===== src/rtl/encode_imm_inst.sv =====
// Purpose: RV32I OP-IMM encoder. Builds {imm12, rs1, funct3, rd, 7'b0010011}
//          from (alu_control, rs1, rd, imm), tags each word with a sequential
//          byte address and queues it in a 2-entry output FIFO.
// Latency: 1 cycle from the accepting edge to the FIFO head when the FIFO is empty.
// Backpressure: in_ready = !restart && count < 2; a pop frees space only from the next cycle.
// Ports:   clk/rst (sync, active-high), restart (sync flush), in_* request
//          (valid/ready), out_* FIFO head (valid/ready), err_illegal pulse,
//          emit_count (saturating count of accepted legal requests).
// Option:  define ENC_SHAMT_CHECK_EN to reject shifts whose in_imm[11:5] != 0.

`ifndef ADDI
`define ADDI  5'h00
`define SLLI  5'h01
`define SLTI  5'h02
`define SLTIU 5'h03
`define XORI  5'h04
`define SRLI  5'h05
`define SRAI  5'h06
`define ORI   5'h07
`define ANDI  5'h08
`endif

module encode_imm_inst #(
    parameter int                 ADDR_W    = 32,
    parameter logic [ADDR_W-1:0]  BASE_ADDR = '0
) (
    input  logic              clk,
    input  logic              rst,
    input  logic              restart,
    input  logic              in_valid,
    output logic              in_ready,
    input  logic [4:0]        in_alu_control,
    input  logic [4:0]        in_rs1,
    input  logic [4:0]        in_rd,
    input  logic [11:0]       in_imm,
    output logic              out_valid,
    input  logic              out_ready,
    output logic [31:0]       out_instr,
    output logic [ADDR_W-1:0] out_addr,
    output logic              err_illegal,
    output logic [15:0]       emit_count
);

    localparam logic [6:0] OPCODE_OP_IMM = 7'b0010011;

    // State
    logic [31:0]       instr_mem_q [2];
    logic [31:0]       instr_mem_d [2];
    logic [ADDR_W-1:0] addr_mem_q  [2];
    logic [ADDR_W-1:0] addr_mem_d  [2];
    logic              wr_ptr_q, wr_ptr_d;
    logic              rd_ptr_q, rd_ptr_d;
    logic [1:0]        count_q,  count_d;
    logic [ADDR_W-1:0] addr_q,   addr_d;
    logic [15:0]       emit_q,   emit_d;
    logic              err_q,    err_d;

    // Encoder
    logic        legal;
    logic [2:0]  funct3;
    logic [11:0] imm12;
    logic [31:0] instr_enc;

    always_comb begin
        legal  = 1'b1;
        funct3 = 3'd0;
        imm12  = in_imm;
        case (in_alu_control)
            `ADDI:  funct3 = 3'd0;
            `SLTI:  funct3 = 3'd2;
            `SLTIU: funct3 = 3'd3;
            `XORI:  funct3 = 3'd4;
            `ORI:   funct3 = 3'd6;
            `ANDI:  funct3 = 3'd7;
            `SLLI: begin
                funct3 = 3'd1;
                imm12  = {7'h00, in_imm[4:0]};
            end
            `SRLI: begin
                funct3 = 3'd5;
                imm12  = {7'h00, in_imm[4:0]};
            end
            `SRAI: begin
                funct3 = 3'd5;
                imm12  = {7'h20, in_imm[4:0]};
            end
            default: legal = 1'b0;
        endcase
`ifdef ENC_SHAMT_CHECK_EN
        if ((in_alu_control == `SLLI || in_alu_control == `SRLI ||
             in_alu_control == `SRAI) && (in_imm[11:5] != 7'h00)) begin
            legal = 1'b0;
        end
`endif
    end

    assign instr_enc = {imm12, in_rs1, funct3, in_rd, OPCODE_OP_IMM};

    // Handshakes; restart blocks both sides
    logic accept, push, pop;

    assign in_ready  = !restart && (count_q < 2'd2);
    assign out_valid = (count_q != 2'd0);
    assign accept    = in_valid && in_ready;
    assign push      = accept && legal;
    assign pop       = out_valid && out_ready && !restart;

    always_comb begin
        instr_mem_d = instr_mem_q;
        addr_mem_d  = addr_mem_q;
        wr_ptr_d    = wr_ptr_q;
        rd_ptr_d    = rd_ptr_q;
        count_d     = count_q;
        addr_d      = addr_q;
        emit_d      = emit_q;
        err_d       = accept && !legal;
        if (restart) begin
            wr_ptr_d = 1'b0;
            rd_ptr_d = 1'b0;
            count_d  = 2'd0;
            addr_d   = BASE_ADDR;
            emit_d   = 16'd0;
        end else begin
            if (push) begin
                instr_mem_d[wr_ptr_q] = instr_enc;
                addr_mem_d[wr_ptr_q]  = addr_q;
                wr_ptr_d              = !wr_ptr_q;
                // Natural modulo wrap: the top address rolls over to 0, not BASE_ADDR
                addr_d                = addr_q + ADDR_W'(4);
                if (emit_q != 16'hFFFF) begin
                    emit_d = emit_q + 16'd1;
                end
            end
            if (pop) begin
                rd_ptr_d = !rd_ptr_q;
            end
            case ({push, pop})
                2'b10:   count_d = count_q + 2'd1;
                2'b01:   count_d = count_q - 2'd1;
                default: count_d = count_q;
            endcase
        end
    end

    always_ff @(posedge clk) begin
        if (rst) begin
            instr_mem_q[0] <= '0;
            instr_mem_q[1] <= '0;
            addr_mem_q[0]  <= '0;
            addr_mem_q[1]  <= '0;
            wr_ptr_q       <= 1'b0;
            rd_ptr_q       <= 1'b0;
            count_q        <= 2'd0;
            addr_q         <= BASE_ADDR;
            emit_q         <= 16'd0;
            err_q          <= 1'b0;
        end else begin
            instr_mem_q <= instr_mem_d;
            addr_mem_q  <= addr_mem_d;
            wr_ptr_q    <= wr_ptr_d;
            rd_ptr_q    <= rd_ptr_d;
            count_q     <= count_d;
            addr_q      <= addr_d;
            emit_q      <= emit_d;
            err_q       <= err_d;
        end
    end

    // Empty FIFO presents zeros rather than stale entries
    assign out_instr   = out_valid ? instr_mem_q[rd_ptr_q] : 32'd0;
    assign out_addr    = out_valid ? addr_mem_q[rd_ptr_q]  : '0;
    assign err_illegal = err_q;
    assign emit_count  = emit_q;

endmodule


===== config.mk =====
export PLATFORM = sky130hd
export DESIGN_NAME = encode_imm_inst
export DESIGN_NICKNAME = d
export VERILOG_FILES = /design/src/rtl/encode_imm_inst.sv
export SDC_FILE = /design/constraint.sdc
export NUM_CORES = 1
export LEC_CHECK = 0
export ABC_CLOCK_PERIOD_IN_PS = 2700
export BUFFER_PORTS_ARGS = -buffer_cell sky130_fd_sc_hd__buf_4
export CORE_ASPECT_RATIO = 0.9
export CORE_MARGIN = 4
export CORE_UTILIZATION = 30
export DETAILED_ROUTE_END_ITERATION = 8
export GPL_TIMING_DRIVEN = 0
export PLACE_DENSITY = 0.46
export SLEW_MARGIN = 10
export SYNTH_ARGS = -nofsm -noshare
export SYNTH_HDL_FRONTEND = slang
export SYNTH_SLANG_ARGS = --single-unit

===== constraint.sdc =====
create_clock -name clk -period 2.7 [get_ports clk]
set_input_delay 0.54 -clock clk [delete_from_list [all_inputs] [get_ports clk]]
set_output_delay 0.54 -clock clk [all_outputs]
set_load 0.02 [all_outputs]

==> flow_summary_export.csv <==
group,metric,value,unit
status,run_status,"complete, no violations",
place,place_congestion,0.797,
setup_path,critPathMaxFanout,10,
finish,n_antenna_cell,0,
setup_path,slowest_delay,0.34,ns
setup_path,path_buf_inv,4,
route,wl,24500,um
sta,setup_slack,0.119,ns
place,io_buffer_count,107,
power,power_density,553,nW/um2
setup_path,cp-end-kind,"primary output",
setup_path,crit_path_top_delay_cell,"mux2i_1",
cts,cts.sinks,163,
cts,insertion_delay,0.43,ns
global_routing,grt.overflow.total,0,
setup_path,cpLargestDelayFamily,"buffers and inverters",
route,drt-initial-drc-count,399,
sta,rsz0062_at_grt,"false",
sta,slew_headroom,48.9,%
global_routing,grt_start_max_net_pins,17,
finish,final-instance-count-excl-fill,1430,
floorplan,core,24500,um2
cts,numCtsBuffers,17,
sta,timing.setup.tns,0,ns
synthesis,synth.distinct_cells,56,
sta,min_period_over_period,95.6,%
finish,drive_above_1_share,17.7,%
setup_path,critPathRequiredTime,2.16,ns
floorplan,die_area,27800,um2
cts,clk_pin_slew_worst_paths,0.07,ns
synthesis,synth-seq-area-share,43.2,%
floorplan,die_y,159,um
power,ir_drop,0.250,mV
finish,final_area,9450,um2
sta,tightest_slew,0.761,ns
synthesis,syn-cell-area,7560,um2
route,viasPerCell,4.92,
finish,areaGrowthSynthToFinish,25.0,%
global_routing,grtUsageTotal,17.5,%
finish,fin_nets,1116,
place,dp.cells,1398,
sta,hold_viol,0,
finish,postLayoutCoreUtil,38.5,%
cts,cts_tree,"built",
floorplan,die_x,175,um
synthesis,async_reset_ff_share,0,%
floorplan,design.portCount,115,
sta,skew,0.0113,ns
route,vias,7036,
sta,setup_viol,0,
place,dpl_cell_area,8800,um2
setup_path,cp-start-kind,"flop",
floorplan,start_util,30.8,%
route,wl_per_cell,17.1,um
setup_path,crit_path_cell_trace,"clkbuf_1, clkbuf_4, buf_4, mux2i_1, nor2_1, buf_4",
synthesis,ys_warn_count,0,
synthesis,synth_enable_flop_cells,0,
route,ant_nets,0,
cts,cts_buffer_depth,2,
place,place_ws,-0.263,ns
flow_run,cap_violations,0,
cts,cts_root_buf,"clkbuf_16",
setup_path,cp_common_cell,"buf_4",
route,dr.pass1.iters,5,
sta,finalMaxSlewViolations,0,
sta,max_freq,387,MHz
synthesis,syn_inst,950,
synthesis,synth_seq_cells,163,
route,drc_errors,0,
setup_path,arrival,2.04,ns
global_routing,grt_pass1_vias,6695,
global_routing,antenna_found_initial,0,
floorplan,row_count,54,
power,p_leak,3.15,nW
setup_path,crit_type,"flop to primary output",
worst_hold_path,hold_class,"input port to flop",
sta,whs,0.367,ns
synthesis,syn_area_per_cell,7.96,um2
cts,cts-htree-levels,4,
synthesis,ys.flop_type,"dfxtp_1",
sta,post-route-min-period,2.58,ns
global_routing,grt_first_pass_wirelength,38500,um
place,place_hpwl,17500,um
power,power,5.22,mW
[registers in the layout, indices dropped and copies added (netlist names)]
signal,cells
addr_q,30
instr_mem_q,52
emit_count,16
rd_ptr_q,1
wr_ptr_q,1
count_q,2
addr_mem_q,60
err_illegal,1
[layer usage]
layer | wire length [um] | track usage (%)
met5 | 0 | 0
met1 | 12500 | 25.7
met4 | 172 | 3.37
met2 | 11100 | 27.3
met3 | 786 | 2.87
[cells by family (layout without fill, tap and decap cells)]
family                     after synthesis  after routing  share of synthesized area [%]
other                                    1              6                         0.0496
xor gates and xnor gates                 9              9                           1.04
DFF                                    163            163                           43.2
muxes                                   69             69                           9.14
buffers and inverters                   84            223                           5.30
AOI/OAI and AO/OA                      178            178                           13.4
adders and majority gates                3              3                          0.497
and+or+nand+nor                        443            443                           27.4
[worst register-to-register path: stages, from the launching register on]
cell and delay [ns]:
dfxtp_1 0.39, nor4b_4 0.53, nand3_1 0.39, clkbuf_1 0.40, nor4_1 0.40, mux2i_1 0.21
[synth_stat cells (2+ instances only)]
cell,instances,area [um2]
and4_1,8,70.1
buf_1,13,48.8
and3_1,4,25.0
o21a_1,2,15.0
nor4_1,11,68.8
buf_6,4,45.0
buf_4,9,67.6
a41o_1,4,40.0
a211oi_1,3,22.5
nand3b_1,3,22.5
a31oi_1,5,31.3
dfxtp_1,163,3260
nand2_1,233,875
or3_1,21,131
a21oi_1,130,651
or4_1,14,105
mux2i_1,69,691
nor4_2,3,37.5
xor2_1,4,35.0
xnor2_1,5,43.8
nand4_1,14,87.6
nor3_1,2,10.0
ha_1,3,37.5
nand3_1,32,160
clkbuf_1,36,135
buf_2,17,85.1
nor2b_1,2,12.5
inv_1,4,15.0
o31ai_1,15,113
nor2_1,82,308
nand2b_1,2,12.5
o21ai_0,9,45.0
[timing repair]
| action | 4_1_cts | 5_1_grt |
|---|---|---|
| resized for setup | 10 | 10 |
| pin swaps | 0 | 1 |
| buffers inserted | 0 | 0 |
| hold buffers | 0 | 0 |
| setup endpoints to repair | 45 | 22 |
[power breakdown]
part	switching (mW)	internal [mW]
Sequential	0.00637	2.41
Combinational	0.168	0.0844
Clock	1.04	1.51
[final timing paths]
path | from | to | slack, ns | cells after the start
setup / recovery | rd_ptr_q | out_addr[8] | 0.12 | 6
hold / removal | in_rs1[2] | instr_mem_q[17] | 0.37 | 3
setup reg to reg | count_q[1] | addr_q[29] | 0.31 | 5
hold reg to reg | addr_mem_q[26] | addr_mem_q[26] | 0.45 | 2
[layout make-up]
cell class              instances  area [um2]
fillers                      2643       15100
multi-input cells             708        3920
flip-flops and latches        163        3260
repair buffers                107         803
clock buffers                  20         457
well taps                     336         420
plain buffers                  79         409
clock inverters                12         154
inverters                       5        18.8
[placed cells by master, fill, tap and decap left out, drive strengths merged, types with 3 or more instances in the layout]
| master | count |
|---|---|
| a21oi | 130 |
| and3 | 4 |
| nand2 | 233 |
| buf | 146 |
| clkinv | 5 |
| clkbuf | 60 |
| conb | 6 |
| a211oi | 3 |
| nor3 | 3 |
| xor2 | 4 |
| o31ai | 16 |
| dfxtp | 163 |
| nand3 | 32 |
| a31oi | 5 |
| nand3b | 3 |
| clkinvlp | 3 |
| and4 | 8 |
| mux2i | 69 |
| bufinv | 3 |
| inv | 6 |
| nand4 | 15 |
| ha | 3 |
| or3 | 21 |
| a41o | 4 |
| or4 | 15 |
| nor4 | 14 |
| xnor2 | 5 |
| o21ai | 10 |
| nor2 | 83 |
Note: power is estimated with default switching activity, not from simulation.
